File: src/rtl/uart_pkg.sv
// Shared UART definitions: receive state encoding, data width and default oversample ratio.
package uart_pkg;

    localparam int UART_DATA_BITS = 8;
    localparam int UART_OVERSAMPLE = 16;

    typedef enum logic [2:0] {
        IDLE,
        START,
        DATA,
        PARITY,
        STOP
    } rx_state_t;

endpackage

File: src/rtl/uart_sync2.sv
// Two-flop synchronizer for asynchronous inputs; RESET_VAL sets the value both flops reset to.
module uart_sync2 #(
    parameter logic RESET_VAL = 1'b1
) (
    input  logic clk,
    input  logic rst,
    input  logic async_in,
    output logic sync_out
);

    logic meta;

    always_ff @(posedge clk) begin
        if (rst) begin
            meta     <= RESET_VAL;
            sync_out <= RESET_VAL;
        end else begin
            meta     <= async_in;
            sync_out <= meta;
        end
    end

endmodule

File: src/rtl/uart_receiver.sv
// Oversampling UART receiver: start qualification, 8 data bits MSB first, stop check.
// Define UART_RX_PARITY_EN to add an even-parity bit before the stop bit and the parity_err port.
module uart_receiver
    import uart_pkg::*;
#(
    parameter int OVERSAMPLE = UART_OVERSAMPLE
) (
    input  logic                      clk,
    input  logic                      rst,
    input  logic                      rx_tick,
    input  logic                      rx_in,
    output logic [UART_DATA_BITS-1:0] RX_BYTE,
    output logic                      RX_VALID,
    output logic                      RX_BUSSY,
`ifdef UART_RX_PARITY_EN
    output logic                      parity_err,
`endif
    output logic                      frame_err
);

    localparam int CW = $clog2(OVERSAMPLE);
    localparam int IW = $clog2(UART_DATA_BITS);
    localparam logic [CW-1:0] HALF_LAST = CW'(OVERSAMPLE / 2 - 1);
    localparam logic [CW-1:0] FULL_LAST = CW'(OVERSAMPLE - 1);
    localparam logic [IW-1:0] MSB_IDX   = IW'(UART_DATA_BITS - 1);

    logic                      rx_s;
    rx_state_t                 state, state_nxt;
    logic [CW-1:0]             cnt, cnt_nxt;
    logic [IW-1:0]             bit_idx, bit_idx_nxt;
    logic [UART_DATA_BITS-1:0] shift, shift_nxt;
    logic                      brk, brk_nxt;
    logic                      valid_nxt, ferr_nxt;
`ifdef UART_RX_PARITY_EN
    logic                      par_bad, par_bad_nxt;
    logic                      perr_nxt;
`endif

    uart_sync2 #(.RESET_VAL(1'b1)) u_sync (
        .clk      (clk),
        .rst      (rst),
        .async_in (rx_in),
        .sync_out (rx_s)
    );

    assign RX_BUSSY = (state != IDLE);

    always_comb begin
        state_nxt   = state;
        cnt_nxt     = cnt;
        bit_idx_nxt = bit_idx;
        shift_nxt   = shift;
        brk_nxt     = brk;
        valid_nxt   = 1'b0;
        ferr_nxt    = 1'b0;
`ifdef UART_RX_PARITY_EN
        par_bad_nxt = par_bad;
        perr_nxt    = 1'b0;
`endif
        if (rx_tick) begin
            cnt_nxt = (cnt == FULL_LAST) ? '0 : cnt + 1'b1;
            case (state)
                IDLE: begin
                    if (!rx_s) state_nxt = START;
                end
                START: begin
                    if (cnt == HALF_LAST) begin
                        state_nxt   = rx_s ? IDLE : DATA;
                        bit_idx_nxt = MSB_IDX;
                    end
                end
                DATA: begin
                    if (cnt == FULL_LAST) begin
                        shift_nxt = {shift[UART_DATA_BITS-2:0], rx_s};
                        if (bit_idx == '0) begin
`ifdef UART_RX_PARITY_EN
                            state_nxt = PARITY;
`else
                            state_nxt = STOP;
`endif
                        end else begin
                            bit_idx_nxt = bit_idx - 1'b1;
                        end
                    end
                end
`ifdef UART_RX_PARITY_EN
                PARITY: begin
                    if (cnt == FULL_LAST) begin
                        par_bad_nxt = (rx_s != ^shift);
                        state_nxt   = STOP;
                    end
                end
`endif
                STOP: begin
                    // After a framing error, wait for the line to return high before re-arming.
                    if (brk) begin
                        if (rx_s) begin
                            brk_nxt   = 1'b0;
                            state_nxt = IDLE;
                        end
                    end else if (cnt == FULL_LAST) begin
                        if (rx_s) begin
                            valid_nxt = 1'b1;
`ifdef UART_RX_PARITY_EN
                            perr_nxt  = par_bad;
`endif
                            state_nxt = IDLE;
                        end else begin
                            ferr_nxt = 1'b1;
                            brk_nxt  = 1'b1;
                        end
                    end
                end
                default: state_nxt = IDLE;
            endcase
            if (state_nxt != state) cnt_nxt = '0;
        end
    end

    always_ff @(posedge clk) begin
        if (rst) begin
            state     <= IDLE;
            cnt       <= '0;
            bit_idx   <= '0;
            shift     <= '0;
            brk       <= 1'b0;
            RX_BYTE   <= '0;
            RX_VALID  <= 1'b0;
            frame_err <= 1'b0;
`ifdef UART_RX_PARITY_EN
            par_bad    <= 1'b0;
            parity_err <= 1'b0;
`endif
        end else begin
            state     <= state_nxt;
            cnt       <= cnt_nxt;
            bit_idx   <= bit_idx_nxt;
            shift     <= shift_nxt;
            brk       <= brk_nxt;
            RX_VALID  <= valid_nxt;
            frame_err <= ferr_nxt;
            if (valid_nxt) RX_BYTE <= shift;
`ifdef UART_RX_PARITY_EN
            par_bad    <= par_bad_nxt;
            parity_err <= perr_nxt;
`endif
        end
    end

endmodule

File: config.mk
export PLATFORM = sky130hd
export DESIGN_NAME = uart_receiver
export DESIGN_NICKNAME = d
export VERILOG_FILES = /design/src/rtl/uart_pkg.sv /design/src/rtl/uart_sync2.sv /design/src/rtl/uart_receiver.sv
export SDC_FILE = /design/constraint.sdc
export NUM_CORES = 1
export LEC_CHECK = 0
export CAP_MARGIN = 20
export CORE_AREA = 2 2 54 56
export CTS_BUF_LIST = sky130_fd_sc_hd__clkbuf_8
export DETAILED_ROUTE_END_ITERATION = 8
export DIE_AREA = 0 0 56 58
export GPL_ROUTABILITY_DRIVEN = 1
export PLACE_DENSITY = 0.78
export SLEW_MARGIN = 25
export SYNTH_ARGS = -nofsm -noshare
export SYNTH_HDL_FRONTEND = slang
export SYNTH_SLANG_ARGS = --single-unit
File: constraint.sdc
create_clock -name clk -period 4.2 [get_ports clk]
set_input_delay 0.84 -clock clk [delete_from_list [all_inputs] [get_ports clk]]
set_output_delay 0.84 -clock clk [all_outputs]
set_load 0.005 [all_outputs]
== Yosys cells after proc, flatten, opt, wreduce, memory -nomap -nowiden ==
Index checks and enable logic that the tools add are counted.

* Word-level logic and storage cells: 55
* Register bits after elaboration: 31
* Output and inout port bits: 11

* Add/subtract/negate cells: 2
* Muxes and demuxes: 24
* Bitwise gates (word level): 2
* Equal/unequal tests: 9
* Reduce and logical (&&, ||, !) cells: 8

{| class="wikitable"
|+ Operators by type and width
! kind !! count
|-
| 2-to-1 mux 3 bit || 11
|-
| one-hot mux 3 bit (4 select lines) || 1
|-
| 2-to-1 mux 1 bit || 8
|-
| 2-to-1 mux 4 bit || 2
|-
| zero test 3 bit || 2
|-
| inequality test 2 bit, second input constant || 3
|-
| one-hot mux 3 bit (2 select lines) || 1
|-
| AND reduction 5 bit || 1
|-
| adder 4 x 1 -> 4 bit, second input constant || 1
|-
| == test 4 x 3 -> 1 bit, second input constant || 1
|-
| == test 4 bit, second input constant || 1
|-
| OR reduction 4 bit || 1
|-
| == test 3 x 1 -> 1 bit, second input constant || 1
|-
| == test 3 x 2 -> 1 bit, second input constant || 1
|-
| == test 3 bit, second input constant || 1
|-
| inequality test 3 bit || 1
|-
| AND reduction 3 bit || 1
|-
| nonzero test 3 bit || 1
|-
| subtractor 3 x 1 -> 3 bit, second input constant || 1
|-
| 2-to-1 mux 2 bit || 1
|-
| inverter 1 bit || 2
|-
| AND reduction 2 bit || 1
|-
| nonzero test 2 bit || 1
|}

== Logic depth before layout (Yosys ltp) ==
Gate-level depths: netlist (run 1).

* Depth in word-level cells: 7
* Depth in mapped cells: 8
* Gate-level depth less buffers: 8

== By module ==
From an unflattened synthesis (run 1), not the netlist that was laid out.

* Cells, all modules: 143
* Area, all modules: 1,361.3 sq um

{| class="wikitable"
|+ By module, submodules not included
! module !! instances !! cells each !! area each (sq um)
|-
| uart_receiver || 1 || 139 || 1,308.8
|-
| uart_sync2 || 1 || 4 || 52.6
|}

== Worst setup path before layout (run 1) ==
OpenSTA, ideal clock, no wires.

* Kind: input -> register
* Start point: input port rx_tick
* End point: register RX_BYTE[7]
* Arrival time: 1,799 ps
* Path buffers: 2
* Required time: 4,072 ps
* Stages: 7
* Setup time: 128 ps
* Path slack: 2,274 ps
* Path through: clkbuf_1 nand4_1 nor3_2 and2_4 buf_12 mux2i_1 nor2_1

* Word-level cells in the longest chain between the ends: 1

{| class="wikitable"
|+ Ends and longest elaborated chain
! element !! RTL line !! RTL
|-
| from (decl) || uart_receiver.sv:10 || <nowiki>input logic rx_tick,</nowiki>
|-
| 2-to-1 mux 1 bit || uart_receiver.sv:60 || <nowiki>if (rx_tick) begin</nowiki>
|-
| to (signal assigned) || uart_receiver.sv:142 || <nowiki>if (valid_nxt) RX_BYTE <= shift;</nowiki>
|-
| to (decl) || uart_receiver.sv:12 || <nowiki>output logic [UART_DATA_BITS-1:0] RX_BYTE,</nowiki>
|}

Every way passes these cells.
A chain may end at the register's enable or synchronous reset.

== Worst setup path after layout (run 1) ==
* Start point: input port rx_tick
* End point: register RX_BYTE[1]

Same word-level chain as after synthesis.

==> results of run 1 <==
==> cell usage in the layout (no fill, tap or decap), drive strengths merged, types with 2 or more instances in the layout <==
cell	netlist	layout
a21oi	6	6
a311oi	3	3
and3	4	4
clkbuf	7	5
clkdlybuf4s50	0	13
dfxtp	31	31
ha	3	3
inv	4	6
mux2i	16	16
nand2b	3	3
nand3	5	5
nand3b	2	2
nand4	3	3
nor2	28	28
nor2b	2	2
nor3	3	3
nor3b	3	3
o21ai	5	5
or2	2	2
or3	2	2
==> report_power, final <==
group | internal, mW | switching [mW] | leakage [nW]
clock network | 0.111 | 0.105 | 0.0505
registers | 0.298 | 0.00609 | 0.251
logic | 0.0130 | 0.0159 | 0.251
==> final timing paths <==
| path | from | to | slack [ns] | cells past startpoint |
|---|---|---|---|---|
| max | rx_tick | RX_BYTE[1]$_SDFFE_PP0P_ | 1.76 | 6 |
| min | u_sync.meta$_SDFF_PP1_ | u_sync.sync_out$_SDFF_PP1_ | 0.41 | 1 |
| max reg2reg | cnt[0]$_SDFFE_PP0P_ | shift[6]$_SDFFE_PP0P_ | 2.24 | 5 |
| min reg2reg | u_sync.meta$_SDFF_PP1_ | u_sync.sync_out$_SDFF_PP1_ | 0.41 | 1 |
==> layout make-up <==
class                   count  area, um^2  area share
clock inverters             3        12.5     0.00802
multi-input cells         101         669       0.429
repair buffers             14         135      0.0866
clock buffers               5        68.8      0.0441
well taps                  31        38.8      0.0249
inverters                   4        15.0     0.00962
flip-flops and latches     31         621       0.398
==> cells by family after synthesis <==
family	synth area share
buffers and inverters	0.0619
muxes	0.116
AOI/OAI and AO/OA	0.108
and+or+nand+nor	0.235
DFF	0.451
adders and majority gates	0.0273
==> through the flow <==
stage	hold WS, ns	instance area (um^2)	utilization
final	0.408	1560	0.586
after global routing	0.433	1560	0.586
after CTS	0.409	1570	0.588
after detailed placement	0.395	1480	0.557
after global placement	0.395	1480	0.557
after floorplan	0.389	1380	-
==> registers in the layout, indices dropped and copies added, names as in the netlist <==
name,count
RX_BYTE,8
RX_VALID,1
bit_idx,3
brk,1
cnt,4
frame_err,1
shift,8
state,3
u_sync.meta,1
u_sync.sync_out,1
==> metal layers <==
| layer | vias to the layer above | wire [um] | track usage |
|---|---|---|---|
| met3 | 6 | 110 | 0.0603 |
| met1 | 496 | 1150 | 0.215 |
| met5 | - | 0 | 0 |
| met2 | 21 | 1150 | 0.292 |
| li1 | 529 | - | - |
| met4 | 0 | 53 | 0.0816 |
==> results.sh, run 1 <==
export IMPL_htreeDepth=2
export IMPL_grt_pass1_vias=1028
export IMPL_fin_cells=189
export IMPL_coreArea_um2=2660
export IMPL_cp_num_buf_inv=1
export IMPL_slew_viol_final=0
export IMPL_cp_end_kind="register"
export IMPL_max_slew_margin=0.651
export IMPL_synth_seq_area_share=0.451
export IMPL_postCtsSetupBuffers=0
export IMPL_max_freq_ghz=0.410
export IMPL_pin_count=15
export IMPL_ctsHoldBuffers=0
export IMPL_setup_ws_ns=1.76
export IMPL_viasPerCell=5.57
export IMPL_hold_viol=0
export IMPL_drt_iter0_markers=33
export IMPL_required_ns=4.35
export IMPL_die_area_um2=3250
export IMPL_antenna_found_initial=0
export IMPL_syn_num_nets=154
export IMPL_firstDrtPassIters=4
export IMPL_die_h_um=58
export IMPL_fillers=238
export IMPL_clk_latency_ns=0.28
export IMPL_ys_seq_elements=31
export IMPL_numCtsBuffers=5
export IMPL_drive_gt1_frac=0.0886
export IMPL_yosysMostFrequentCell="dfxtp_1"
export IMPL_critical_path_cell_chain="clkdlybuf4s50_1, nand4_1, nor3_2, and2_4, mux2i_1, nor2_1"
export IMPL_crit_family="buffers and inverters"
export IMPL_cts_resized=0
export IMPL_fin_nets=164
export IMPL_setup_viol=0
export IMPL_clock_skew_ns=0.00386
export IMPL_synth_edf_count=0
export IMPL_synth_main_ff_cell="dfxtp_1"
export IMPL_pre_cts_ws_ns=1.44
export IMPL_initial_core_util=0.516
export IMPL_gp_congestion=0.762
export IMPL_grt_max_degree=32
export IMPL_ys_types=37
export IMPL_cp_max_fo=18
export IMPL_ant_nets=0
export IMPL_synth_cells=147
export IMPL_cp_slowest_cell="clkdlybuf4s50_1"
export IMPL_placementRows=19
export IMPL_diodes=0
export IMPL_status="finished clean"
export IMPL_grt_remaining_overflow=0
export IMPL_syn_to_final_growth_pct=13.5
export IMPL_max_cap_viol_count=0
export IMPL_max_clock_path_buffers=2
export IMPL_grt_pass1_wl_um=4470
export IMPL_arrival_ns=2.59
export IMPL_crit_type="in -> reg"
export IMPL_dp_cells=181
export IMPL_ys_async_sr_fraction=0
export IMPL_power_leakage_nw=0.552
export IMPL_dpl_hpwl_um=1630
export IMPL_cts_tree="built"
export IMPL_power_density_nw_per_um2=352
export IMPL_track_usage=0.179
export IMPL_post_route_min_period_ns=2.44
export IMPL_peakVddDrop_mv=0.266
export IMPL_synth_top_area_frac=0.451
export IMPL_cts_root_buf="clkbuf_8"
export IMPL_worstSetupStartpointType="primary input"
export IMPL_die_w_um=56
export IMPL_clkTransAtPathRegs_ns=0.06
export IMPL_vias=1052
export IMPL_synth_avg_cell_area_um2=9.35
export IMPL_synthTopCellsByCount="dfxtp_1, nor2_1, mux2i_1, clkbuf_1, a21oi_1"
export IMPL_synth_area_um2=1380
export IMPL_period_share=0.581
export IMPL_worstMarginPinSlew_ns=0.523
export IMPL_netlist_top_cells_area="dfxtp_1, mux2i_1, nor2_1"
export IMPL_hold_class="reg -> reg"
export IMPL_yosysWarnings=0
export IMPL_wire_per_inst_um=13.0
export IMPL_io_buffers=14
export IMPL_postRouteWirelength_um=2460
export IMPL_power_mw=0.549
export IMPL_drc_errors=0
export IMPL_rsz0062_at_grt="no"
export IMPL_yosys_area_top_type="dfxtp_1"
export IMPL_cts_sinks=31
export IMPL_fin_setup_tns_ns=0
export IMPL_cp_slowest_stage_delay_ns=0.80
Note: power is estimated with default switching activity, not from simulation.
==> inputs of run 2 (changes only) <==
- clock period: 4.2 -> 2.4 ns (I/O delays scaled with it)
==> results.sh, run 2 (same netlist as run 1, synthesis figures left out) <==
export IMPL_status="finished clean"
export IMPL_drc_errors=0
export IMPL_postRouteWirelength_um=2480
export IMPL_track_usage=0.171
export IMPL_fin_setup_tns_ns=0
export IMPL_dp_cells=183
export IMPL_reg_top3="RX_BYTE: 8 flops, shift: 8 flops, cnt: 4 flops"
export IMPL_clkTransAtPathRegs_ns=0.06
export IMPL_dpl_hpwl_um=1720
export IMPL_utilization=0.601
export IMPL_initial_core_util=0.516
export IMPL_viasPerCell=5.60
export IMPL_worstSetupStartpointType="register"
export IMPL_ctsHoldBuffers=0
export IMPL_drt_iter0_markers=69
export IMPL_clock_skew_ns=0.00705
export IMPL_max_cap_viol_count=0
export IMPL_cp_max_fo=10
export IMPL_io_buffers=14
export IMPL_peakVddDrop_mv=0.508
export IMPL_r2r_start="cnt[0]$_SDFFE_PP0P_"
export IMPL_syn_to_final_growth_pct=16.3
export IMPL_cts_resized=0
export IMPL_cts_sinks=31
export IMPL_diodes=0
export IMPL_power_leakage_nw=0.567
export IMPL_antenna_found_initial=0
export IMPL_postCtsSetupBuffers=0
export IMPL_placementRows=19
export IMPL_max_freq_ghz=0.492
export IMPL_reg2reg_depth=5
export IMPL_wire_per_inst_um=13.0
export IMPL_cts_tree="built"
export IMPL_final_common_cell="dfxtp_1"
export IMPL_gp_congestion=0.731
export IMPL_coreArea_um2=2660
export IMPL_cp_end_kind="output pin"
export IMPL_post_route_min_period_ns=2.03
export IMPL_grt_pass1_wl_um=4310
export IMPL_numCtsBuffers=5
export IMPL_reg2reg_slack_ns=0.49
export IMPL_max_clock_path_buffers=2
export IMPL_arrival_ns=1.55
export IMPL_rsz0062_at_grt="no"
export IMPL_pin_count=15
export IMPL_period_share=0.847
export IMPL_final_cell_mix="dfxtp_1, nor2_1, mux2i_1, clkdlybuf4s50_1, clkbuf_8"
export IMPL_fin_nets=166
export IMPL_power_mw=1.02
export IMPL_die_area_um2=3250
export IMPL_max_slew_margin=0.686
export IMPL_cts_root_buf="clkbuf_8"
export IMPL_crit_type="reg -> out"
export IMPL_crit_start="state[2]$_SDFFE_PP0P_"
export IMPL_power_density_nw_per_um2=640
export IMPL_ant_nets=0
export IMPL_vias=1069
export IMPL_worstMarginPinSlew_ns=0.472
export IMPL_grt_remaining_overflow=0
export IMPL_grt_max_degree=25
export IMPL_htreeDepth=2
export IMPL_slew_viol_final=0
export IMPL_r2r_end="shift[0]$_SDFFE_PP0P_"
export IMPL_grt_pass1_vias=1002
export IMPL_die_h_um=58
export IMPL_setup_viol=0
export IMPL_hold_start="u_sync.meta$_SDFF_PP1_"
export IMPL_die_w_um=56
export IMPL_fin_cells=191
export IMPL_min_to="u_sync.sync_out$_SDFF_PP1_"
export IMPL_firstDrtPassIters=4
export IMPL_drive_gt1_frac=0.100
export IMPL_hold_viol=0
export IMPL_clk_latency_ns=0.28
export IMPL_required_ns=1.92
export IMPL_hold_class="reg -> reg"
export IMPL_whs_path_depth=1
==> run 2: metal layers <==
metal,GRT usage,share of wire,vias up
li1,-,-,534
met1,0.203,0.46,501
met2,0.281,0.47,27
met3,0.0603,0.053,7
met4,0.0782,0.019,0
met5,0,0,-
==> run 2: critical path, cell delays in order (launching register included) <==
cell,delay (ns)
dfxtp_1,0.40
or3_1,0.42
clkdlybuf4s50_1,0.45
==> run 2: worst max path at each step <==
stage                                         end  slack, ns  cells past startpoint
after CTS                                RX_BUSSY       0.36                      2
after floorplan             shift[0]$_SDFFE_PP0P_       0.73                      7
final                                    RX_BUSSY       0.37                      2
after global routing                     RX_BUSSY       0.31                      2
after detailed placement  RX_BYTE[4]$_SDFFE_PP0P_       0.43                      6
after global placement    RX_BYTE[1]$_SDFFE_PP0P_       0.47                      6
==> run 2: final cells by class <==
type                            instances  area (um^2)
Clock inverter                          1         3.75
Timing Repair Buffer                   16          155
Multi-Input combinational cell        101          669
Sequential cell                        31          621
Tap cell                               31         38.8
Fill cell                             245         1060
Clock buffer                            7         96.3
Inverter                                4         15.0
==> run 2: where the power goes <==
| part | switching [mW] | internal [mW] | total, mW |
|---|---|---|---|
| combinational | 0.0293 | 0.0259 | 0.0552 |
| sequential | 0.0108 | 0.522 | 0.532 |
| clock | 0.180 | 0.257 | 0.437 |
==> run 2: metrics by stage <==
stage	hold WS (ns)	setup WS [ns]	cell area, um^2
after CTS	0.415	0.359	1600
after floorplan	0.389	0.732	1380
after global placement	0.396	0.471	1500
after global routing	0.433	0.313	1600
final	0.411	0.367	1600
after detailed placement	0.398	0.429	1500
==> inputs of run 3 (changes only) <==
- clock period: 2.4 -> 2 ns (I/O delays scaled with it)
==> results.sh, run 3 (same netlist as run 1, synthesis figures left out) <==
export IMPL_cp_end_kind="output pin"
export IMPL_cp_max_fo=9
export IMPL_post_route_min_period_ns=1.92
export IMPL_reg_top3="RX_BYTE: 8 flops, shift: 8 flops, cnt: 4 flops"
export IMPL_viasPerCell=5.49
export IMPL_setup_viol=0
export IMPL_postCtsSetupBuffers=0
export IMPL_initial_core_util=0.516
export IMPL_utilization=0.613
export IMPL_postRouteWirelength_um=2600
export IMPL_grt_max_degree=21
export IMPL_clkTransAtPathRegs_ns=0.06
export IMPL_syn_to_final_growth_pct=18.7
export IMPL_arrival_ns=1.52
export IMPL_htreeDepth=2
export IMPL_dpl_hpwl_um=1740
export IMPL_vias=1059
export IMPL_final_cell_mix="dfxtp_1, nor2_1, mux2i_1, clkdlybuf4s50_1"
export IMPL_firstDrtPassIters=4
export IMPL_clk_latency_ns=0.28
export IMPL_placementRows=19
export IMPL_grt_pass1_wl_um=4470
export IMPL_worstSetupStartpointType="register"
export IMPL_whs_path_depth=1
export IMPL_final_area_um2=1630
export IMPL_routed_top_layer="met4"
export IMPL_max_cap_viol_count=0
export IMPL_pin_count=15
export IMPL_slew_viol_final=0
export IMPL_cts_tree="built"
export IMPL_clock_skew_ns=0.00487
export IMPL_power_mw=1.34
export IMPL_grt_remaining_overflow=0
export IMPL_wl_met3_um=140
export IMPL_fin_nets=168
export IMPL_rsz0062_at_grt="no"
export IMPL_worstMarginPinSlew_ns=0.417
export IMPL_met2_length_um=1240
export IMPL_cts_sinks=31
export IMPL_antenna_found_initial=0
export IMPL_peakVddDrop_mv=0.828
export IMPL_crit_type="reg -> out"
export IMPL_drive_gt1_frac=0.123
export IMPL_drc_errors=0
export IMPL_numCtsBuffers=5
export IMPL_cts_root_buf="clkbuf_8"
export IMPL_ant_nets=0
export IMPL_period_share=0.962
export IMPL_final_common_cell="dfxtp_1"
export IMPL_ctsHoldBuffers=0
export IMPL_pre_cts_ws_ns=0.171
export IMPL_power_leakage_nw=0.583
export IMPL_drt_iter0_markers=49
export IMPL_hold_class="reg -> reg"
export IMPL_io_buffers=14
export IMPL_fin_setup_tns_ns=0
export IMPL_reg2reg_depth=6
export IMPL_track_usage=0.182
export IMPL_status="finished clean"
export IMPL_die_h_um=58
export IMPL_hold_viol=0
export IMPL_gp_congestion=0.754
export IMPL_power_density_nw_per_um2=821
export IMPL_setup_ws_ns=0.0762
export IMPL_diodes=0
export IMPL_max_clock_path_buffers=2
export IMPL_required_ns=1.60
export IMPL_fin_cells=193
export IMPL_max_slew_margin=0.720
export IMPL_die_area_um2=3250
export IMPL_hold_ws_ns=0.408
export IMPL_die_w_um=56
export IMPL_coreArea_um2=2660
export IMPL_placed_cell_area_um2=1510
export IMPL_wire_per_inst_um=13.5
export IMPL_max_freq_ghz=0.520
export IMPL_dp_cells=185
export IMPL_grt_pass1_vias=1021
export IMPL_wl_met1_um=1180
[run 3: routing by layer]
layer,vias to the layer above,global-route usage
li1,540,-
met1,491,0.201
met2,24,0.303
met3,4,0.0737
met4,0,0.0952
met5,-,0
[run 3: area by class of cell]
class / count / area, um^2
clock buffers: 6 / 82.6
clock inverters: 2 / 35.0
fillers: 236 / 1030
inverters: 4 / 15.0
multi-input cells: 101 / 669
flip-flops and latches: 31 / 622
well taps: 31 / 38.8
repair buffers: 18 / 170
[run 3: path summary, 6_finish.rpt]
check | startpoint | endpoint | slack (ns)
setup / recovery | state[0]$_SDFFE_PP0P_ | RX_BUSSY | 0.08
hold / removal | u_sync.meta$_SDFF_PP1_ | u_sync.sync_out$_SDFF_PP1_ | 0.41
setup reg to reg | cnt[0]$_SDFFE_PP0P_ | cnt[2]$_SDFFE_PP0P_ | 0.15
hold reg to reg | u_sync.meta$_SDFF_PP1_ | u_sync.sync_out$_SDFF_PP1_ | 0.41
[run 3: repair_timing]
action                     in CTS  in global routing
hold endpoints to repair        0                  0
setup endpoints to repair       0                  1
resized for setup               0                  1
[run 3: report_power, final]
part           switching (mW)  total [mW]  internal [mW]
Combinational          0.0348      0.0669         0.0321
Clock                   0.232       0.635          0.403
Sequential             0.0129       0.639          0.626
[run 3: critical path, cell delays in order, from the launching register on]
cell	delay [ns]
dfxtp_1	0.39
or3_1	0.39
clkdlybuf4s50_1	0.45
